### config.mk
export PLATFORM = sky130hd
export DESIGN_NAME = mips_mc_control
export DESIGN_NICKNAME = d
export VERILOG_FILES = /design/src/rtl/mips_mc_control.sv
export SDC_FILE = /design/constraint.sdc
export NUM_CORES = 1
export LEC_CHECK = 0
export BUFFER_PORTS_ARGS = -buffer_cell sky130_fd_sc_hd__buf_2
export CORE_AREA = 2 2 39 41
export CTS_CLUSTER_DIAMETER = 80
export CTS_CLUSTER_SIZE = 12
export DETAILED_ROUTE_END_ITERATION = 8
export DIE_AREA = 0 0 41 43
export GPL_ROUTABILITY_DRIVEN = 0
export GPL_TIMING_DRIVEN = 0
export PLACE_DENSITY_LB_ADDON = 0.1
export SLEW_MARGIN = 20
export SYNTH_ARGS = -nofsm -noshare
export SYNTH_HDL_FRONTEND = slang
export SYNTH_SLANG_ARGS = --single-unit
export TNS_END_PERCENT = 100
### constraint.sdc
create_clock -name Clk -period 2 [get_ports Clk]
set_input_delay 0.4 -clock Clk [delete_from_list [all_inputs] [get_ports Clk]]
set_output_delay 0.4 -clock Clk [all_outputs]
set_load 0.02 [all_outputs]
### src/rtl/mips_mc_control.sv
// mips_mc_control: multicycle MIPS main control FSM.
//
// Sequences FETCH/DECODE/EXEC/MEM/WB from the IR opcode and drives the datapath enables,
// the PC-select mux and the PC load enable. Moore outputs decode from the state register;
// only IllegalOp (Opcode) and PCEn (Zero) also depend on inputs in the current cycle.
//
// Optional feature: define MC_CTRL_BNE_EN to accept bne (000101). A flag latched in
// DECODE inverts the branch condition for the following BRANCH state.
//
// Ports:
//   Clk          in   system clock, rising edge
//   Reset        in   synchronous active-high reset
//   Opcode[5:0]  in   IR[31:26]
//   Zero         in   ALU zero flag
//   PCWrite      out  unconditional PC load
//   PCWriteCond  out  conditional (branch) PC load
//   PCEn         out  final PC load enable
//   PCSource     out  00 ALU, 01 ALUOut, 10 jump address
//   IorD         out  memory address select (0 PC, 1 ALUOut)
//   MemRead      out  memory read strobe
//   MemWrite     out  memory write strobe
//   IRWrite      out  IR load
//   MemtoReg     out  register write data select (0 ALUOut, 1 MDR)
//   RegDst       out  write register select (0 rt, 1 rd)
//   RegWrite     out  register file write strobe
//   ALUSrcA      out  ALU A select (0 PC, 1 regA)
//   ALUSrcB      out  ALU B select (00 regB, 01 4, 10 sext imm, 11 sext imm << 2)
//   ALUOp        out  00 add, 01 sub, 10 funct
//   IllegalOp    out  pulse in DECODE for an unsupported opcode
//   State        out  current state code

module mips_mc_control #(
    parameter int unsigned STATE_W = 4
) (
    input  logic               Clk,
    input  logic               Reset,
    input  logic [5:0]         Opcode,
    input  logic               Zero,
    output logic               PCWrite,
    output logic               PCWriteCond,
    output logic               PCEn,
    output logic [1:0]         PCSource,
    output logic               IorD,
    output logic               MemRead,
    output logic               MemWrite,
    output logic               IRWrite,
    output logic               MemtoReg,
    output logic               RegDst,
    output logic               RegWrite,
    output logic               ALUSrcA,
    output logic [1:0]         ALUSrcB,
    output logic [1:0]         ALUOp,
    output logic               IllegalOp,
    output logic [STATE_W-1:0] State
);

    typedef enum logic [3:0] {
        StReset  = 4'd0,
        StFetch  = 4'd1,
        StDecode = 4'd2,
        StMemAdr = 4'd3,
        StMemRd  = 4'd4,
        StMemWb  = 4'd5,
        StMemWr  = 4'd6,
        StRComp  = 4'd7,
        StRWb    = 4'd8,
        StBranch = 4'd9,
        StJump   = 4'd10,
        StAddiEx = 4'd11,
        StAddiWb = 4'd12
    } state_e;

    localparam logic [5:0] OpRType = 6'b000000;
    localparam logic [5:0] OpJ     = 6'b000010;
    localparam logic [5:0] OpBeq   = 6'b000100;
    localparam logic [5:0] OpBne   = 6'b000101;
    localparam logic [5:0] OpAddi  = 6'b001000;
    localparam logic [5:0] OpLw    = 6'b100011;
    localparam logic [5:0] OpSw    = 6'b101011;

    state_e state_q, state_d;
    logic   branch_taken;

    always_ff @(posedge Clk) begin
        if (Reset) begin
            state_q <= StReset;
        end else begin
            state_q <= state_d;
        end
    end

`ifdef MC_CTRL_BNE_EN
    logic bne_q, bne_d;

    always_ff @(posedge Clk) begin
        if (Reset) begin
            bne_q <= 1'b0;
        end else begin
            bne_q <= bne_d;
        end
    end

    always_comb begin
        bne_d = bne_q;
        if (state_q == StFetch) begin
            bne_d = 1'b0;
        end else if (state_q == StDecode) begin
            bne_d = (Opcode == OpBne);
        end
    end

    assign branch_taken = bne_q ? ~Zero : Zero;
`else
    assign branch_taken = Zero;
`endif

    always_comb begin
        state_d     = StReset;
        PCWrite     = 1'b0;
        PCWriteCond = 1'b0;
        PCSource    = 2'b00;
        IorD        = 1'b0;
        MemRead     = 1'b0;
        MemWrite    = 1'b0;
        IRWrite     = 1'b0;
        MemtoReg    = 1'b0;
        RegDst      = 1'b0;
        RegWrite    = 1'b0;
        ALUSrcA     = 1'b0;
        ALUSrcB     = 2'b00;
        ALUOp       = 2'b00;
        IllegalOp   = 1'b0;

        case (state_q)
            StReset: begin
                state_d = StFetch;
            end
            StFetch: begin
                MemRead = 1'b1;
                IRWrite = 1'b1;
                ALUSrcB = 2'b01;
                PCWrite = 1'b1;
                state_d = StDecode;
            end
            StDecode: begin
                // Speculatively compute the branch target into ALUOut.
                ALUSrcB = 2'b11;
                case (Opcode)
                    OpLw, OpSw: state_d = StMemAdr;
                    OpRType:    state_d = StRComp;
                    OpBeq:      state_d = StBranch;
                    OpJ:        state_d = StJump;
                    OpAddi:     state_d = StAddiEx;
`ifdef MC_CTRL_BNE_EN
                    OpBne:      state_d = StBranch;
`endif
                    default: begin
                        IllegalOp = 1'b1;
                        state_d   = StFetch;
                    end
                endcase
            end
            StMemAdr: begin
                ALUSrcA = 1'b1;
                ALUSrcB = 2'b10;
                state_d = (Opcode == OpSw) ? StMemWr : StMemRd;
            end
            StMemRd: begin
                MemRead = 1'b1;
                IorD    = 1'b1;
                state_d = StMemWb;
            end
            StMemWb: begin
                RegWrite = 1'b1;
                MemtoReg = 1'b1;
                state_d  = StFetch;
            end
            StMemWr: begin
                MemWrite = 1'b1;
                IorD     = 1'b1;
                state_d  = StFetch;
            end
            StRComp: begin
                ALUSrcA = 1'b1;
                ALUOp   = 2'b10;
                state_d = StRWb;
            end
            StRWb: begin
                RegWrite = 1'b1;
                RegDst   = 1'b1;
                state_d  = StFetch;
            end
            StBranch: begin
                ALUSrcA     = 1'b1;
                ALUOp       = 2'b01;
                PCWriteCond = 1'b1;
                PCSource    = 2'b01;
                state_d     = StFetch;
            end
            StJump: begin
                PCWrite  = 1'b1;
                PCSource = 2'b10;
                state_d  = StFetch;
            end
            StAddiEx: begin
                ALUSrcA = 1'b1;
                ALUSrcB = 2'b10;
                state_d = StAddiWb;
            end
            StAddiWb: begin
                RegWrite = 1'b1;
                state_d  = StFetch;
            end
            default: begin
                // Unreachable codes recover through RESET with all outputs low.
                state_d = StReset;
            end
        endcase

        PCEn = PCWrite | (PCWriteCond & branch_taken);
    end

    assign State = STATE_W'(state_q);

endmodule

# Word-level counts from Yosys, hierarchy flattened
# Cells that the tools add are included.
# classes
eq_ne,17
muxes,18
n_bitwise,2
n_reduce_logical,11
# op_table
op,n
4-bit one-hot mux with 7 select lines,1
4-bit == test (second input constant),5
4-bit one-hot mux with 5 select lines,1
4-bit by 3-bit == test with 1-bit output (second input constant),4
6-bit == test (second input constant),2
1-bit 2-to-1 mux,12
2-bit OR reduction,5
4-bit by 2-bit == test with 1-bit output (second input constant),2
2-bit one-hot mux with 2 select lines,2
7-bit OR reduction,1
6-bit by 2-bit == test with 1-bit output (second input constant),1
6-bit by 3-bit == test with 1-bit output (second input constant),1
6-bit by 4-bit == test with 1-bit output (second input constant),1
6-bit logical NOT,1
2-bit one-hot mux with 3 select lines,1
6-bit OR reduction,1
4-bit by 1-bit == test with 1-bit output (second input constant),1
4-bit logical NOT,1
4-bit OR reduction,1
3-bit OR reduction,1
2-bit 2-to-1 mux,1
1-bit bitwise AND,1
1-bit OR,1
# totals
register_bits,4
inputBits,9
output_inout_bits,22
word_cells,49

# Longest topological paths before layout
# Gate-level depths: netlist (run 1).
# depth
ltp_word,4
mapped_depth,4
mapped_depth_nobuf,3

# Worst setup path after synthesis (run 1)
# No wires, ideal clock.
# synth_path
kind,reg2out
from,"reg state_q[3], in the netlist State[3]"
to,out PCEn
arrival_time_ps,1538
t_required_ps,1600
path_slack_ps,62
path_stages_with_launch,5
path_buffers,1
cell_sequence,dfxtp_1 -> clkbuf_1 -> nand2b_1 -> o22ai_1 -> a21o_1
# synth_via
elab_chain_cells,4
word_cells_on_any_way,8
classes_between,3 x eq/ne; 2 x mux; 2 x bitwise; 1 x reduce/logical
# synth_rtl
element,line_no,source
"start, declared",81,"state_e state_q, state_d;"
"start signal, assigned",86,state_q <= StReset;
"start signal, assigned",88,state_q <= state_d;
4-bit == test / 4-bit by 1-bit == test with 1-bit output (equally long branches),134,case (state_q)
2-bit OR reduction (no line) *,-,
1-bit 2-to-1 mux *,134,
net PCWrite,39,"output logic PCWrite,"
1-bit OR *,220,PCEn = PCWrite | (PCWriteCond & branch_taken);
"end, declared",41,"output logic PCEn,"
# The timed path passes the listed nets; every way through them passes the cells marked *.

# Worst setup path after layout (run 1)
# layout_path
from,in Opcode[0]
to,out IllegalOp
# layout_via
elab_chain_cells,4
word_cells_on_any_way,9
classes_between,5 x eq/ne; 2 x mux; 2 x reduce/logical
# layout_rtl
element,line_no,source
"start, declared",37,"input logic [5:0] Opcode,"
6-bit == test (tied with other cells),148,case (Opcode)
6-bit OR reduction (no line) *,-,
1-bit 2-to-1 mux *,148,
1-bit 2-to-1 mux *,134,
"end, declared",53,"output logic IllegalOp,"
# Every way passes the cells marked *; elsewhere a longest branch is shown, timed or not.

==> results of run 1 <==
==> worst paths after layout <==
check | startpoint | to | slack [ns]
hold reg to reg | State[0] | State[3] | 0.63
setup / recovery | Opcode[0] | IllegalOp | 0.05
setup reg to reg | State[1] | State[2] | 0.59
hold / removal | Reset | State[2] | 0.36
==> cells in the final DEF, fill, tap and decap left out <==
cell	synthesis	layout
buf_2	0	31
nor2_1	12	11
nand2b_1	5	4
a21oi_1	4	4
nor3_1	4	4
dfxtp_1	4	3
nor2b_1	3	3
clkbuf_4	0	3
clkbuf_2	0	2
inv_1	2	2
nand2_1	2	2
or2_2	2	2
or4_4	2	2
o21ai_0	2	2
a211oi_1	2	2
o2111ai_1	2	2
dfxtp_2	0	1
nand3_1	1	1
nand2b_2	0	1
nor2_2	0	1
xor2_1	1	1
o211ai_1	1	1
and3_2	1	1
o311a_2	1	1
xnor2_1	1	1
o22ai_1	1	1
and2_1	1	1
a21o_1	1	1
or3b_1	1	1
o22a_1	1	1
a21oi_2	1	1
and3_1	1	1
nand4_1	1	1
a31o_2	1	1
a31oi_1	1	1
a211o_1	1	1
a21boi_0	1	1
nor4_1	1	1
buf_4	1	1
==> timing repair <==
action                     in CTS  in global routing
setup endpoints to repair       4                 10
gates resized for setup         1                  8
setup buffers                   0                  0
==> through the flow <==
step	power [W]	instance area (sq um)	instances	worst slack (ns)
2_1_floorplan	0.0001666	475.5	70	0.06212
3_3_place_gp	0.0002081	645.6	116	0.05163
3_5_place_dp	0.0002096	645.6	116	0.04811
4_1_cts	0.0003131	665.6	118	0.007085
5_1_grt	0.0003378	674.4	118	0.002838
6_report	0.0003091	674.4	118	0.04989
==> power by group <==
group	leakage, nW	total [W]	switching [W]	internal [W]
Sequential	0.0332	0.0000916	0.00000721	0.0000844
Clock	0.0138	0.000100	0.0000331	0.0000671
Combinational	0.293	0.000117	0.0000730	0.0000442
Total	0.340	0.000309	0.000113	0.000196
==> worst max-delay path: stages <==
cell     delay (ns)
buf_2          0.12
or4_4          0.54
o311a_2        0.33
buf_2          0.16
==> layout make-up <==
cell class / count / area share
Buffer: 4 / 0.03340
Timing Repair Buffer: 30 / 0.2226
Inverter: 2 / 0.01113
Tap cell: 16 / 0.02968
Multi-Input combinational cell: 59 / 0.5492
Sequential cell: 4 / 0.1206
Clock buffer: 3 / 0.03340
==> per-layer routing <==
layer  wire, microns  global-route usage
met1             642              0.2396
met2             619              0.2750
met3             126             0.04712
met4               0             0.02000
met5               0                   0
==> synthesized netlist by cell type, types with 2 or more instances <==
library cell  instances  area (sq um)
a211oi_1              2         15.01
a21oi_1               4         20.02
clkbuf_1              4         15.01
dfxtp_1               4         80.08
inv_1                 2         7.510
nand2_1               2         7.510
nand2b_1              5         31.28
nor2_1               12         45.04
nor2b_1               3         18.77
nor3_1                4         20.02
o2111ai_1             2         17.52
o21ai_0               2         10.01
or2_2                 2         12.51
or4_4                 2         22.52
==> logic make-up after synthesis <==
family	count (synthesis)	synth area share
flops	4	0.1684
buf+inv	7	0.06316
xor+xnor	2	0.03685
compound gates	20	0.3027
simple gates	37	0.4290
==> impl_results.md, run 1 <==
- Synthesized Nets: 79
- Final hold violations: 0
- Power Dens Cells: 458.4 nW/um^2
- Synth Flop Type: dfxtp_1
- Worst min path class: in -> reg
- Die X: 41 microns
- YS warnings: 0
- Max Cap Viol: 0
- Final period utilization: 0.9751
- Antenna Nets Post-Route: 0
- CTS Buf Count: 3
- Min cycle time layout: 1.950 ns
- First-pass GRT wire length: 2208 microns
- Num rows: 14
- IO Port Bufs: 30
- Layout cell share with drive strength beyond 1: 0.4706
- Pleak: 0.3401 nW
- Setup crit end kind: output pin
- CTS tree: done
- FF/Latch Area: 81.33 sq um
- Starting DRT DRC Count: 22
- Status: finished clean
- Slew Limit Fails: 0
- CTS max path bufs: 2
- Critical Path AT: 1.55 ns
- Post-CTS Hold Fix Bufs: 0
- Largest net degree at the start of global routing: 13
- H-tree Lvls: 1
- Crit path kind: in -> out
- Post-synthesis sequential area ratio: 0.1684
- Final WL: 1388 microns
- Max Clock Skew: 0.007901 ns
- Post-route setup TNS: 0 ns
- R2R depth: 3
- CP startpoint kind: input pin
- WL/cell: 11.76 microns
- Post-synthesis register bit count: 4
- Layout Nets: 113
- Core area: 1384 sq um
- Syn Area/Cell: 6.792 sq um
- Ys async rst share: 0
- Die ar.: 1763 sq um
- Number of synthesized flops with an enable pin: 0
- CTS sink cnt: 4
- Via count: 627
- Setup-failing EPs final: 0
- Fmax: 0.5128 GHz
- Die Y: 43 microns
- Grt ovf: 0
- Drt drc: 0
- Worst endpoint required time: 1.60 ns
- Rel. slew slack: 0.8088
- Worst hold slack: 0.3615 ns
- Post-Route Utilization: 0.4873
- Crit path max fanout: 4
- Worst-margin pin slew: 0.2847 ns
- DP Wirelength: 1074 microns
- Post-Syn Instances: 70
- Fillers: 152
- Synth cell types: 34
- Root buffer cell: clkbuf_4
- Worst skew pair latency: 0.24 ns
- Initial antenna violation count: 0
- Area delta synth->final: 41.84%
- Reg clk slew, reported paths: 0.04 ns
- Pre-antenna DRT Iters: 4
- Gr usage total: 0.1754
- Worst VDD drop: 286.9 uV
- Vias per std cell: 5.314
- Multi-input logic area: 370.4 sq um
- Initial Utilization: 0.3436
- Largest register FFs: 4
- I/O pins: 31
- Vias in the first global route: 511
- RSZ-0062 raised after global routing: no
- Area of the mapped netlist: 475.5 sq um
- N_diodes: 0
- Hold Crit Depth: 2
(Power assumes the default switching activity.)
==> run 2: changes to the inputs <==
--- a/config.mk
+++ b/config.mk
@@ -5,6 +5,7 @@
 export SDC_FILE = /design/constraint.sdc
 export NUM_CORES = 1
 export LEC_CHECK = 0
+export ABC_CLOCK_PERIOD_IN_PS = 2000
 export BUFFER_PORTS_ARGS = -buffer_cell sky130_fd_sc_hd__buf_2
 export CORE_AREA = 2 2 39 41
 export CTS_CLUSTER_DIAMETER = 80
@@ -14,6 +15,7 @@
 export GPL_ROUTABILITY_DRIVEN = 0
 export GPL_TIMING_DRIVEN = 0
 export PLACE_DENSITY_LB_ADDON = 0.1
+export RECOVER_POWER = 50
 export SLEW_MARGIN = 20
 export SYNTH_ARGS = -nofsm -noshare
 export SYNTH_HDL_FRONTEND = slang
==> run 2 against run 1 <==
Clock skew is essentially flat; final cell count is the same; clock-buffer cell count is the same; clock power is essentially flat; utilization shrank 0.81 points; power shrank 0.69%; sequential share of layout area grew 0.20 points; routed wire length grew 0.36%; critical endpoint unchanged; largest power group unchanged.
==> impl_results.md, run 2 (synthesized netlist as in run 1, its figures left out) <==
- Worst min path class: in -> reg (unchanged)
- Largest net degree at the start of global routing: 13 (unchanged)
- Worst reg2reg startpoint: State[1] (unchanged)
- Final WL: 1393 microns (was 1388 microns)
- Root buffer cell: clkbuf_4 (unchanged)
- Critical Path AT: 1.55 ns (about the same)
- Min cycle time layout: 1.951 ns (was 1.950 ns)
- First-pass GRT wire length: 2208 microns (unchanged)
- Post-route setup TNS: 0 ns (unchanged)
- Worst-margin pin slew: 0.2847 ns (unchanged)
- Grt ovf: 0 (unchanged)
- Worst VDD drop: 285.9 uV (was 286.9 uV)
- Gr usage total: 0.1754 (unchanged)
- RSZ-0062 raised after global routing: no (unchanged)
- Post-Route Utilization: 0.4792 (was 0.4873)
- Die ar.: 1763 sq um (unchanged)
- R2R Path End: State[2] (unchanged)
- Reg clk slew, reported paths: 0.04 ns (about the same)
- DP Wirelength: 1074 microns (unchanged)
- DP Area: 645.6 sq um (unchanged)
- CTS Buf Count: 3 (unchanged)
- H-tree Lvls: 1 (unchanged)
- Pleak: 0.3160 nW (was 0.3401 nW)
- Layout cell share with drive strength beyond 1: 0.4020 (was 0.4706)
- WL/cell: 11.81 microns (was 11.76 microns)
- Status: finished clean (unchanged)
- Placed cell count: 116 (unchanged)
- Area delta synth->final: 39.47% (was 41.84%)
- CP startpoint kind: input pin (unchanged)
- Worst skew pair latency: 0.24 ns (about the same)
- Clock share of power: 0.325 (was 0.324)
- Worst reg2reg setup slack: 0.57 ns (was 0.59 ns)
- Setup crit end kind: output pin (unchanged)
- Post-CTS Hold Fix Bufs: 0 (unchanged)
- Vias per std cell: 5.280 (was 5.314)
- Final period utilization: 0.9757 (was 0.9751)
- CTS sink cnt: 4 (unchanged)
- Tot Pwr: 0.0003070 W (was 0.0003091 W)
- Fmax: 0.5125 GHz (was 0.5128 GHz)
- Leading cell type in the layout, fill and taps excluded: buf_2 (unchanged)
- Worst endpoint required time: 1.60 ns (about the same)
- I/O pins: 31 (unchanged)
- Final hold violations: 0 (unchanged)
- Hold Crit Depth: 2 (unchanged)
- Initial Utilization: 0.3436 (unchanged)
- R2R depth: 3 (unchanged)
- IO Port Bufs: 30 (unchanged)
- Die Y: 43 microns (unchanged)
- Setup-failing EPs final: 0 (unchanged)
- Largest register FFs: 4 (unchanged)
- Post-route cell area: 663.1 sq um (was 674.4 sq um)
- Min-delay src: Reset (unchanged)
- Comb pwr share: 0.376 (was 0.379)
- Core area: 1384 sq um (unchanged)
- CTS max path bufs: 2 (unchanged)
- Max Clock Skew: 0.007460 ns (was 0.007901 ns)
- NetSw: 0.0001129 W (was 0.0001134 W)
- Initial antenna violation count: 0 (unchanged)
- Switching part of the total: 0.3679 (was 0.3668)
- Post-CTS Setup Bufs: 0 (unchanged)
- N_diodes: 0 (unchanged)
- Num rows: 14 (unchanged)
- Rel. slew slack: 0.8088 (unchanged)
- Most frequent cells in the layout: 25 x buf_2, 11 x nor2_1, 6 x clkbuf_1 (was 31 x buf_2, 11 x nor2_1, 4 x nand2b_1, 4 x a21oi_1, 4 x nor3_1)
- Layout Nets: 113 (unchanged)
- Vias in the first global route: 511 (unchanged)
- Die X: 41 microns (unchanged)
- Power Dens Cells: 462.9 nW/um^2 (was 458.4 nW/um^2)
- Crit path kind: in -> out (unchanged)
- Via count: 623 (was 627)
- Pre-antenna DRT Iters: 4 (unchanged)
- CTS tree: done (unchanged)
- Layout Cells excl Fill: 118 (unchanged)
- Max Cap Viol: 0 (unchanged)
- Sequential share of power: 0.299 (was 0.296)
- Starting DRT DRC Count: 18 (was 22)
- Crit path max fanout: 4 (unchanged)
- Int Pwr: 0.0001940 W (was 0.0001957 W)
- Antenna Nets Post-Route: 0 (unchanged)
- Slew Limit Fails: 0 (unchanged)
- Drt drc: 0 (unchanged)
- Worst Hold End: State[2] (unchanged)
## run 2: layout make-up
class / count / area, sq um
fill: 155 / 720.7
multi-input combinational: 59 / 366.6
timing repair buffer: 30 / 142.6
sequential: 4 / 81.33
clock buffer: 3 / 22.52
buffer: 4 / 22.52
tap: 16 / 20.02
inverter: 2 / 7.507
## run 2: power groups by stage
stage / Combinational [W] / Clock, W / Sequential (W)
finish: 0.000115 / 0.0000997 / 0.0000919
floorplan: 0.0000730 / 0 / 0.0000936
global route: 0.000128 / 0.000115 / 0.0000927
detailed placement: 0.000120 / 0 / 0.0000898
CTS: 0.000117 / 0.000105 / 0.0000914
global placement: 0.000119 / 0 / 0.0000896
## run 2: worst max-delay path by stage
stage / from / to / slack, ns
after detailed placement: Opcode[0] / IllegalOp / 0.05
after global routing: Opcode[0] / IllegalOp / 0.003
final: Opcode[0] / IllegalOp / 0.05
after CTS: State[3] / PCEn / 0.007
after global placement: Opcode[0] / IllegalOp / 0.05
after floorplan: State[3] / PCEn / 0.06
## run 2: routing by layer
metal,GRT usage,vias to the layer above,wire [microns]
li1,-,326,-
met2,0.2750,27,611
met5,0,-,0
met3,0.04712,0,127
met1,0.2396,270,653
met4,0.02000,0,0
## run 2: worst max-delay path, cell delays in order
cell     delay, ns
buf_2         0.12
or4_4         0.54
o311a_2       0.33
buf_2         0.16
## run 2: stage by stage
stage | worst slack [ns] | hold WS, ns
5_1_grt | 0.002838 | 0.3577
2_1_floorplan | 0.06212 | 0.4624
4_1_cts | 0.007085 | 0.3496
3_3_place_gp | 0.05163 | 0.6031
3_5_place_dp | 0.04811 | 0.6030
6_report | 0.04862 | 0.3644
## run 2: repair_timing
item,CTS,global route
pin swaps,0,0
cloned,0,0
endpoints found under the setup margin,4,10
gates resized for setup,1,8
==> run 3: changes to the inputs <==
--- a/config.mk
+++ b/config.mk
@@ -5,7 +5,7 @@
 export SDC_FILE = /design/constraint.sdc
 export NUM_CORES = 1
 export LEC_CHECK = 0
-export ABC_CLOCK_PERIOD_IN_PS = 2000
+export ABC_CLOCK_PERIOD_IN_PS = 2270
 export BUFFER_PORTS_ARGS = -buffer_cell sky130_fd_sc_hd__buf_2
 export CORE_AREA = 2 2 39 41
 export CTS_CLUSTER_DIAMETER = 80
@@ -20,4 +20,4 @@
 export SYNTH_ARGS = -nofsm -noshare
 export SYNTH_HDL_FRONTEND = slang
 export SYNTH_SLANG_ARGS = --single-unit
-export TNS_END_PERCENT = 100
+export TNS_END_PERCENT = 5
==> constraint.sdc (replaced) <==
create_clock -name Clk -period 2.27 [get_ports Clk]
set_input_delay 0.454 -clock Clk [delete_from_list [all_inputs] [get_ports Clk]]
set_output_delay 0.454 -clock Clk [all_outputs]
set_load 0.02 [all_outputs]
==> run 3 against run 2 <==
Sequential share of layout area about the same; die area stayed put; routed wire length up 1.0%; combinational power decreased by 9.6%; critical path type unchanged; critical endpoint unchanged.
==> impl_results.md, run 3 (synthesized netlist as in run 1, its figures left out) <==
- Status: finished clean (unchanged)
- Worst skew pair latency: 0.24 ns (about the same)
- R2R Path End: State[0] (was State[2])
- FF/Latch Area: 80.08 sq um (was 81.33 sq um)
- Layout cell share with drive strength beyond 1: 0.3204 (was 0.4020)
- Post-route setup TNS: 0 ns (unchanged)
- Worst Hold End: State[2] (unchanged)
- Post-CTS Hold Fix Bufs: 0 (unchanged)
- Fmax: 0.4746 GHz
- Largest register FFs: 4 (unchanged)
- Via count: 630 (was 623)
- Most frequent cells in the layout: 21 x buf_2, 12 x clkbuf_1, 12 x nor2_1 (was 25 x buf_2, 11 x nor2_1, 6 x clkbuf_1)
- CTS max path bufs: 2 (unchanged)
- Initial antenna violation count: 0 (unchanged)
- Area delta synth->final: 37.63% (was 39.47%)
- Leading cell type in the layout, fill and taps excluded: buf_2 (unchanged)
- WL/cell: 11.82 microns (was 11.81 microns)
- Layout Nets: 114 (was 113)
- Tot Pwr: 0.0002702 W (was 0.0003070 W)
- Grt ovf: 0 (unchanged)
- CTS sink cnt: 4 (unchanged)
- Initial Utilization: 0.3436 (unchanged)
- # resized after CTS: 0 (was 1)
- Setup crit end kind: output pin (unchanged)
- Final WL: 1407 microns (was 1393 microns)
- I/O pins: 31 (unchanged)
- N_diodes: 0 (unchanged)
- Root buffer cell: clkbuf_4 (unchanged)
- Core area: 1384 sq um (unchanged)
- Largest net degree at the start of global routing: 11 (was 13)
- DP Wirelength: 1074 microns (unchanged)
- Worst min path class: in -> reg (unchanged)
- Slew Limit Fails: 0 (unchanged)
- Layout Cells excl Fill: 119 (was 118)
- R2R depth: 4 (was 3)
- Post-Route Utilization: 0.4729 (was 0.4792)
- Worst VDD drop: 252.2 uV (was 285.9 uV)
- Final hold violations: 0 (unchanged)
- Crit path kind: in -> out (unchanged)
- CTS Buf Count: 3 (unchanged)
- Antenna Nets Post-Route: 0 (unchanged)
- Rel. slew slack: 0.7180 (was 0.8088)
- Die X: 41 microns (unchanged)
- Fillers: 157 (was 155)
- Starting DRT DRC Count: 14 (was 18)
- Min cycle time layout: 2.107 ns
- Pleak: 0.2951 nW (was 0.3160 nW)
- Die Y: 43 microns (unchanged)
- Crit path max fanout: 4 (unchanged)
- Hold Crit Depth: 2 (unchanged)
- Die ar.: 1763 sq um (unchanged)
- Max Cap Viol: 0 (unchanged)
- Worst-margin pin slew: 0.4230 ns (was 0.2847 ns)
- RSZ-0062 raised after global routing: no (unchanged)
- Pre-antenna DRT Iters: 4 (unchanged)
- Post-CTS Setup Bufs: 0 (unchanged)
- Num rows: 14 (unchanged)
- Critical Path AT: 1.65 ns (was 1.55 ns)
- DP Area: 645.6 sq um (unchanged)
- H-tree Lvls: 1 (unchanged)
- Multi-input logic area: 361.6 sq um (was 366.6 sq um)
- Gr usage total: 0.1754 (unchanged)
- Placed cell count: 116 (unchanged)
- Min-delay src: Reset (unchanged)
- Worst reg2reg startpoint: State[1] (unchanged)
- Power Dens Cells: 412.9 nW/um^2 (was 462.9 nW/um^2)
- Drt drc: 0 (unchanged)
- Vias in the first global route: 510 (was 511)
- Worst reg2reg setup slack: 0.89 ns (was 0.57 ns)
- Post-route cell area: 654.4 sq um (was 663.1 sq um)
- Setup-failing EPs final: 0 (unchanged)
- Vias per std cell: 5.294 (was 5.280)
- IO Port Bufs: 30 (unchanged)
- First-pass GRT wire length: 2208 microns (unchanged)
- Final period utilization: 0.9282
- CTS tree: done (unchanged)
- Reg clk slew, reported paths: 0.04 ns (about the same)
- Max Clock Skew: 0.008005 ns (was 0.007460 ns)
- Worst endpoint required time: 1.82 ns (was 1.60 ns)
- CP startpoint kind: input pin (unchanged)
run 3: per-layer routing:
metal,share of wire,track usage,wire length (microns),vias to the layer above
li1,-,-,-,327
met1,0.47,0.2396,662,274
met2,0.43,0.2750,610,29
met3,0.096,0.04712,135,0
met4,0,0.02000,0,0
met5,0,0,0,-
run 3: area by class of cell:
class | instances | area share
multi-input combinational | 59 | 0.5526
timing repair buffer | 30 | 0.2122
sequential | 4 | 0.1224
buffer | 5 | 0.03633
clock buffer | 3 | 0.03442
tap | 16 | 0.03059
inverter | 2 | 0.01147
run 3: critical path, stage by stage:
cell     delay, ns
buf_2         0.11
or4_1         0.58
o311a_2       0.35
buf_2         0.16
run 3: worst max path at each step:
stage          startpoint     endpoint  slack, ns
6_report        Opcode[0]    IllegalOp       0.16
5_1_grt          State[3]  PCSource[0]       0.04
4_1_cts          State[2]         PCEn       0.10
3_5_place_dp    Opcode[0]    IllegalOp       0.21
3_3_place_gp    Opcode[0]    IllegalOp       0.21
2_1_floorplan    State[3]         PCEn       0.28
run 3: power breakdown:
group / internal (W) / leakage (nW) / switching, W
clock network: 0.0000591 / 0.0138 / 0.0000294
registers: 0.0000741 / 0.0328 / 0.00000389
logic: 0.0000367 / 0.248 / 0.0000670
run 3: stage by stage:
step	hold WS (ns)	setup slack, ns
floorplan	0.5164	0.2781
global placement	0.6367	0.2136
detailed placement	0.6432	0.2101
CTS	0.4036	0.1013
global route	0.4074	0.04130
finish	0.4144	0.1629
